$ cat src/rtl/mips_defs_pkg.sv
// Definitions shared by the fetch stage and the controller decoder:
// NOP encoding, opcode/funct constants, fetch FSM encoding and jump-target helper.
package mips_defs;

  // sll $0,$0,0
  localparam logic [31:0] NOP_INSTR = 32'h0000_0000;

  localparam logic [5:0] OP_RTYPE = 6'h00;
  localparam logic [5:0] OP_J     = 6'h02;
  localparam logic [5:0] OP_JAL   = 6'h03;
  localparam logic [5:0] OP_BEQ   = 6'h04;
  localparam logic [5:0] OP_ADDI  = 6'h08;
  localparam logic [5:0] OP_LW    = 6'h23;
  localparam logic [5:0] OP_SW    = 6'h2B;

  localparam logic [5:0] FN_ADD   = 6'h20;
  localparam logic [5:0] FN_SUB   = 6'h22;
  localparam logic [5:0] FN_AND   = 6'h24;
  localparam logic [5:0] FN_OR    = 6'h25;
  localparam logic [5:0] FN_SLT   = 6'h2A;

  typedef logic [1:0] fetch_state_t;

  localparam fetch_state_t FS_IDLE  = 2'd0;
  localparam fetch_state_t FS_FETCH = 2'd1;
  localparam fetch_state_t FS_HOLD  = 2'd2;

  function automatic logic [31:0] jump_target(input logic [31:0] pcplus4,
                                              input logic [31:0] instr);
    return {pcplus4[31:28], instr[25:0], 2'b00};
  endfunction

endpackage

$ cat src/rtl/ifid_reg.sv
// IF/ID pipeline register: instruction, pc+4 and valid bit.
// Clear beats load so a squash always leaves a bubble.
module ifid_reg
  import mips_defs::*;
#(
  parameter logic [31:0] NOP_WORD = NOP_INSTR
) (
  input  logic        clk,
  input  logic        rst,
  input  logic        load_i,
  input  logic        clear_i,
  input  logic [31:0] instr_i,
  input  logic [31:0] pcplus4_i,
  output logic [31:0] instr_o,
  output logic [31:0] pcplus4_o,
  output logic        valid_o
);

  logic [31:0] instr_q;
  logic [31:0] pcplus4_q;
  logic        valid_q;

  always_ff @(posedge clk or posedge rst) begin
    if (rst) begin
      instr_q   <= NOP_WORD;
      pcplus4_q <= '0;
      valid_q   <= 1'b0;
    end else if (clear_i) begin
      instr_q   <= NOP_WORD;
      pcplus4_q <= '0;
      valid_q   <= 1'b0;
    end else if (load_i) begin
      instr_q   <= instr_i;
      pcplus4_q <= pcplus4_i;
      valid_q   <= 1'b1;
    end
  end

  assign instr_o   = instr_q;
  assign pcplus4_o = pcplus4_q;
  assign valid_o   = valid_q;

endmodule

$ cat src/rtl/instr_fetch.sv
// IF stage: owns the PC, fetches words over a req/ready handshake and fills IF/ID.
// Branch/jump redirects restart fetch; a word still in flight at redirect is dropped.
module instr_fetch
  import mips_defs::*;
#(
  parameter logic [31:0] RESET_PC = 32'h0000_0000,
  parameter logic [31:0] NOP_WORD = NOP_INSTR
) (
  input  logic        clk,
  input  logic        reset,
  input  logic        stall,
  input  logic        branch_taken,
  input  logic [31:0] branch_target,
  input  logic        jump,
  input  logic        flush,
  output logic        imem_req,
  output logic [31:0] imem_addr,
  input  logic        imem_ready,
  input  logic [31:0] imem_rdata,
  output logic [31:0] instr_d,
  output logic [31:0] pcplus4_d,
  output logic        valid_d,
  output logic [5:0]  op_d,
  output logic [5:0]  funct_d
);

  fetch_state_t state_q, state_d;
  logic [31:0]  pc_q, pc_d;
  logic [31:0]  hold_q, hold_d;
  logic         hold_valid_q, hold_valid_d;
  logic         drop_q, drop_d;

  logic [31:0]  pc_plus4;
  logic [31:0]  redirect_target;
  logic         redirect;
  logic         ifid_load;
  logic         ifid_clear;
  logic [31:0]  ifid_instr;

  assign pc_plus4        = pc_q + 32'd4;
  assign redirect        = branch_taken | jump;
  assign redirect_target = branch_taken ? branch_target : jump_target(pcplus4_d, instr_d);

  assign imem_req  = (state_q == FS_FETCH);
  assign imem_addr = pc_q;

  always_comb begin
    state_d      = state_q;
    pc_d         = pc_q;
    hold_d       = hold_q;
    hold_valid_d = hold_valid_q;
    drop_d       = drop_q;
    ifid_load    = 1'b0;
    ifid_clear   = flush | redirect;
    ifid_instr   = imem_rdata;

    if (redirect) begin
      pc_d         = redirect_target;
      hold_valid_d = 1'b0;
      state_d      = FS_FETCH;
      // An unanswered request will still return a word for the old pc.
      drop_d       = imem_req & ~imem_ready;
    end else begin
      case (state_q)
        FS_IDLE: state_d = FS_FETCH;
        FS_FETCH: begin
          if (imem_ready) begin
            if (drop_q) begin
              drop_d = 1'b0;
            end else if (stall) begin
              hold_d       = imem_rdata;
              hold_valid_d = 1'b1;
              state_d      = FS_HOLD;
            end else begin
              ifid_load = 1'b1;
              pc_d      = pc_plus4;
            end
          end
        end
        FS_HOLD: begin
          if (!stall && hold_valid_q) begin
            ifid_load    = 1'b1;
            ifid_instr   = hold_q;
            pc_d         = pc_plus4;
            hold_valid_d = 1'b0;
            state_d      = FS_FETCH;
          end
        end
        default: state_d = FS_IDLE;
      endcase
    end
  end

  always_ff @(posedge clk or posedge reset) begin
    if (reset) begin
      state_q      <= FS_IDLE;
      pc_q         <= RESET_PC;
      hold_q       <= '0;
      hold_valid_q <= 1'b0;
      drop_q       <= 1'b0;
    end else begin
      state_q      <= state_d;
      pc_q         <= pc_d;
      hold_q       <= hold_d;
      hold_valid_q <= hold_valid_d;
      drop_q       <= drop_d;
    end
  end

  ifid_reg #(
    .NOP_WORD (NOP_WORD)
  ) u_ifid (
    .clk       (clk),
    .rst       (reset),
    .load_i    (ifid_load),
    .clear_i   (ifid_clear),
    .instr_i   (ifid_instr),
    .pcplus4_i (pc_plus4),
    .instr_o   (instr_d),
    .pcplus4_o (pcplus4_d),
    .valid_o   (valid_d)
  );

  assign op_d    = instr_d[31:26];
  assign funct_d = instr_d[5:0];

endmodule

$ cat config.mk
export PLATFORM = sky130hd
export DESIGN_NAME = instr_fetch
export DESIGN_NICKNAME = d
export VERILOG_FILES = /design/src/rtl/mips_defs_pkg.sv /design/src/rtl/ifid_reg.sv /design/src/rtl/instr_fetch.sv
export SDC_FILE = /design/constraint.sdc
export NUM_CORES = 1
export LEC_CHECK = 0
export ABC_CLOCK_PERIOD_IN_PS = 8200
export CORE_AREA = 4 4 104 106
export DETAILED_ROUTE_END_ITERATION = 10
export DIE_AREA = 0 0 108 110
export DONT_BUFFER_PORTS = 1
export GPL_TIMING_DRIVEN = 1
export PLACE_DENSITY = 0.84
export SLEW_MARGIN = 20
export SYNTH_ARGS = -nofsm -noshare
export SYNTH_HDL_FRONTEND = slang
export SYNTH_SLANG_ARGS = --single-unit
$ cat constraint.sdc
create_clock -name clk -period 8.2 [get_ports clk]
set_input_delay 0 -clock clk [delete_from_list [all_inputs] [get_ports clk]]
set_output_delay 0 -clock clk [all_outputs]
set_load 0.1 [all_outputs]
==> results_dict.tcl <==
set metrics [dict create \
    outcome "complete, no violations" \
    synth-seq-cells 133 \
    tightestPinTransition_ps 1200 \
    grt-ovfl-total 0 \
    dp_hpwl_mm 11.8 \
    drc_errors 0 \
    antenna_found_initial 1 \
    clock-sinks 133 \
    clk_latency_ps 510 \
    p_per_area_nw_per_um2 235 \
    max_freq_ghz 0.261 \
    die_area_sq_um 11900 \
    rsz0062_at_grt "false" \
    skew_ps 8.85 \
    hold_class "in2async" \
    synth_area_leaders "dfrtp_1 (50%), o21ai_0 (7.2%), mux2i_1 (5.7%), nand2_1 (5.5%), mux2_2 (5.4%)" \
    drt-total-wl_mm 20.1 \
    yosysMostFrequentCell "dfrtp_1" \
    cts.clk_slew.worst_paths_ps 60 \
    syn_area_per_cell_sq_um 9.92 \
    synth_ff_type "dfrtp_1" \
    fin_cells 902 \
    die_h_microns 110 \
    fp.coreArea_sq_um 9770 \
    dpl.cell_count 762 \
    yosysTopAreaCell "dfrtp_1" \
    finalSetupViolCount 0 \
    netlist_area_sq_um 6680 \
    grt_pass1_vias 5905 \
    grt_pass1_wl_mm 30.8 \
    async_flop_share_pct 100 \
    drv_slew 0 \
    endpoint_kind "flip-flop" \
    synth_commonest_cells "dfrtp_1 (133), nand2_1 (98), o21ai_0 (96)" \
    maxCapViolCount 0 \
    h-tree-depth 4 \
    relSlewSlack_pct 20.3 \
    finalCritPeriodShare_pct 46.8 \
    synth_cells 673 \
    drive_gt1_share_pct 12.9 \
    ys_seq_area_share_pct 49.8 \
    io_buffers 0 \
    synth_top_area_share_pct 49.8 \
    nNetsFinal 829 \
    synth_edf_count 0 \
    grt_start_max_net_pins 70 \
    cts_buffers 17 \
    p_leak_nw 3.55 \
    fin_setup_tns_ps 0 \
    syn_to_final_growth_pct 24.9 \
    via_per_inst 6.45 \
    fp-row-count 36 \
    post_drt_wl_per_cell_microns 22.2 \
    vias 5819 \
    power.total_mw 1.96 \
    root_buffer "clkbuf_8" \
    ant_nets 0 \
    start_util_pct 68.3 \
    post-place-ws_ps 4810 \
    track_usage_pct 33.7 \
    min_period_ps 3840 \
    rrSetupSlack_ps 4360 \
    cts.path.max_buffers 2 \
    setup_ws_ps 4360 \
    cp_max_fo 14 \
    worstSetupPathType "reg2reg" \
    drt_iter0_markers 526 \
    critPathArrivalTime_ps 4270 \
    die_width_microns 108 \
    crit_start "state_q[1]$_DFFE_PP0P_" \
    reg2reg_depth 8 \
    r2r_end "imem_addr[7]$_DFFE_PP0P_" \
    dr.pass1.iters 7 \
    ys_types 49 \
    pin_count 181 \
    r2r-start "state_q[1]$_DFFE_PP0P_" \
    cts_tree "done" \
    hold_viol_final 0 \
    cts-resized-gates 0 \
    gp_congestion 0.856 \
    syn_nets 749 \
    yosys_warnings 0 \
    vdd_drop_max_mv 0.184 \
    crit_path_start_kind "flip-flop" \
    worst_ep_required_time_ps 8630 \
]
==> power by group <==
part           total (mW)  internal [mW]  switching, mW  leakage [nW]
logic               0.264          0.131          0.133          1.55
clock network       0.751          0.453          0.298         0.281
registers           0.943          0.730          0.213          1.72
total                1.96           1.31          0.644          3.55
==> routing by layer <==
layer	up-vias	track usage [%]	part of all wire [%]
li1	2517	-	-
met1	2810	39.8	36
met2	407	56.8	50
met3	85	9.78	11
met4	0	16.4	3.6
met5	-	0	0
==> per-stage QoR <==
| stage | instance area, sq um | hold WS [ps] | utilization [%] |
|---|---|---|---|
| detailed placement | 6690 | -30.3 | 68.5 |
| global placement | 6690 | -35.7 | 68.5 |
| global route | 8340 | 101 | 85.3 |
| CTS | 8330 | 65.5 | 85.3 |
| finish | 8340 | 44.9 | 85.3 |
| floorplan | 6680 | 117 | - |
==> worst max-delay path, cell delays in order (launching register included) <==
cell and delay, ps:
dfrtp_1 410, inv_1 130, ha_1 970, o211ai_1 290, or2_2 500, nand2_1 450
a21oi_1 150, a21oi_1 240, dlygate4sd3_1 610
==> registers in the layout (all words and copies together), names as in the netlist <==
signal            flops
hold_q               32
u_ifid.valid_o        1
u_ifid.instr_o       32
hold_valid_q          1
drop_q                1
u_ifid.pcplus4_o     32
imem_addr            32
state_q               2
==> cell families (layout without fill, tap and decap cells) <==
group / Yosys count / count (layout) / share of synthesized area (%)
DFF: 133 / 133 / 49.8
AOI/OAI and AO/OA: 176 / 176 / 14.7
muxes: 70 / 70 / 11.1
buffers and inverters: 59 / 152 / 4.08
xor gates and xnor gates: 34 / 34 / 4.46
other: 0 / 3 / 0
and+or+nand+nor: 196 / 196 / 14.9
adders and majority gates: 5 / 5 / 0.937
==> worst max path at each step <==
stage / endpoint / slack (ps) / depth (start not counted)
after floorplan: drop_q$_DFFE_PP0P_ / 4650 / 1
after global placement: u_ifid.pcplus4_o[2]$_DFFE_PP0P_ / 5060 / 7
after detailed placement: u_ifid.instr_o[5]$_DFFE_PP0P_ / 4810 / 7
final: imem_addr[7]$_DFFE_PP0P_ / 4360 / 8
after CTS: imem_addr[30]$_DFFE_PP0P_ / 4540 / 8
after global routing: imem_addr[7]$_DFFE_PP0P_ / 4230 / 8
==> repair_timing <==
item | in CTS | in global routing
hold buffers | 105 | 0
hold endpoints to repair | 168 | 0
buffers inserted | 0 | 0
==> area by class of cell <==
class / count / area (sq um)
tap: 133 / 166
timing repair buffer: 111 / 1100
clock buffer: 19 / 442
fill: 526 / 1430
inverter: 9 / 38.8
antenna: 3 / 7.51
sequential: 133 / 3340
clock inverter: 13 / 149
multi-input combinational: 481 / 3100
==> placed cells by master, fill, tap and decap left out, types with 3 or more instances in the layout <==
cell type,Yosys,layout
clkbuf_16,0,16
o21ai_0,96,96
clkbuf_8,0,3
a22o_1,5,5
nand3_1,13,12
dfrtp_1,133,121
xnor2_1,18,18
a21oi_1,39,39
nand3b_1,8,8
ha_1,5,5
o22ai_1,3,3
diode_2,0,3
o21ai_1,7,7
a31oi_1,4,4
inv_6,0,4
buf_4,12,6
clkinv_4,0,4
dfrtp_2,0,12
clkinvlp_4,0,3
xor2_1,16,16
nand2b_1,5,5
nand2_1,98,97
or2_2,3,3
and2_1,6,6
inv_1,9,8
nor3_4,2,4
mux2_2,32,32
nand4_1,5,5
nor2_1,21,21
nor3_1,3,3
o2bb2ai_1,7,7
mux2i_1,38,38
and3_1,18,18
a2bb2oi_1,6,6
dlygate4sd3_1,0,105
(Power assumes the default switching activity.)
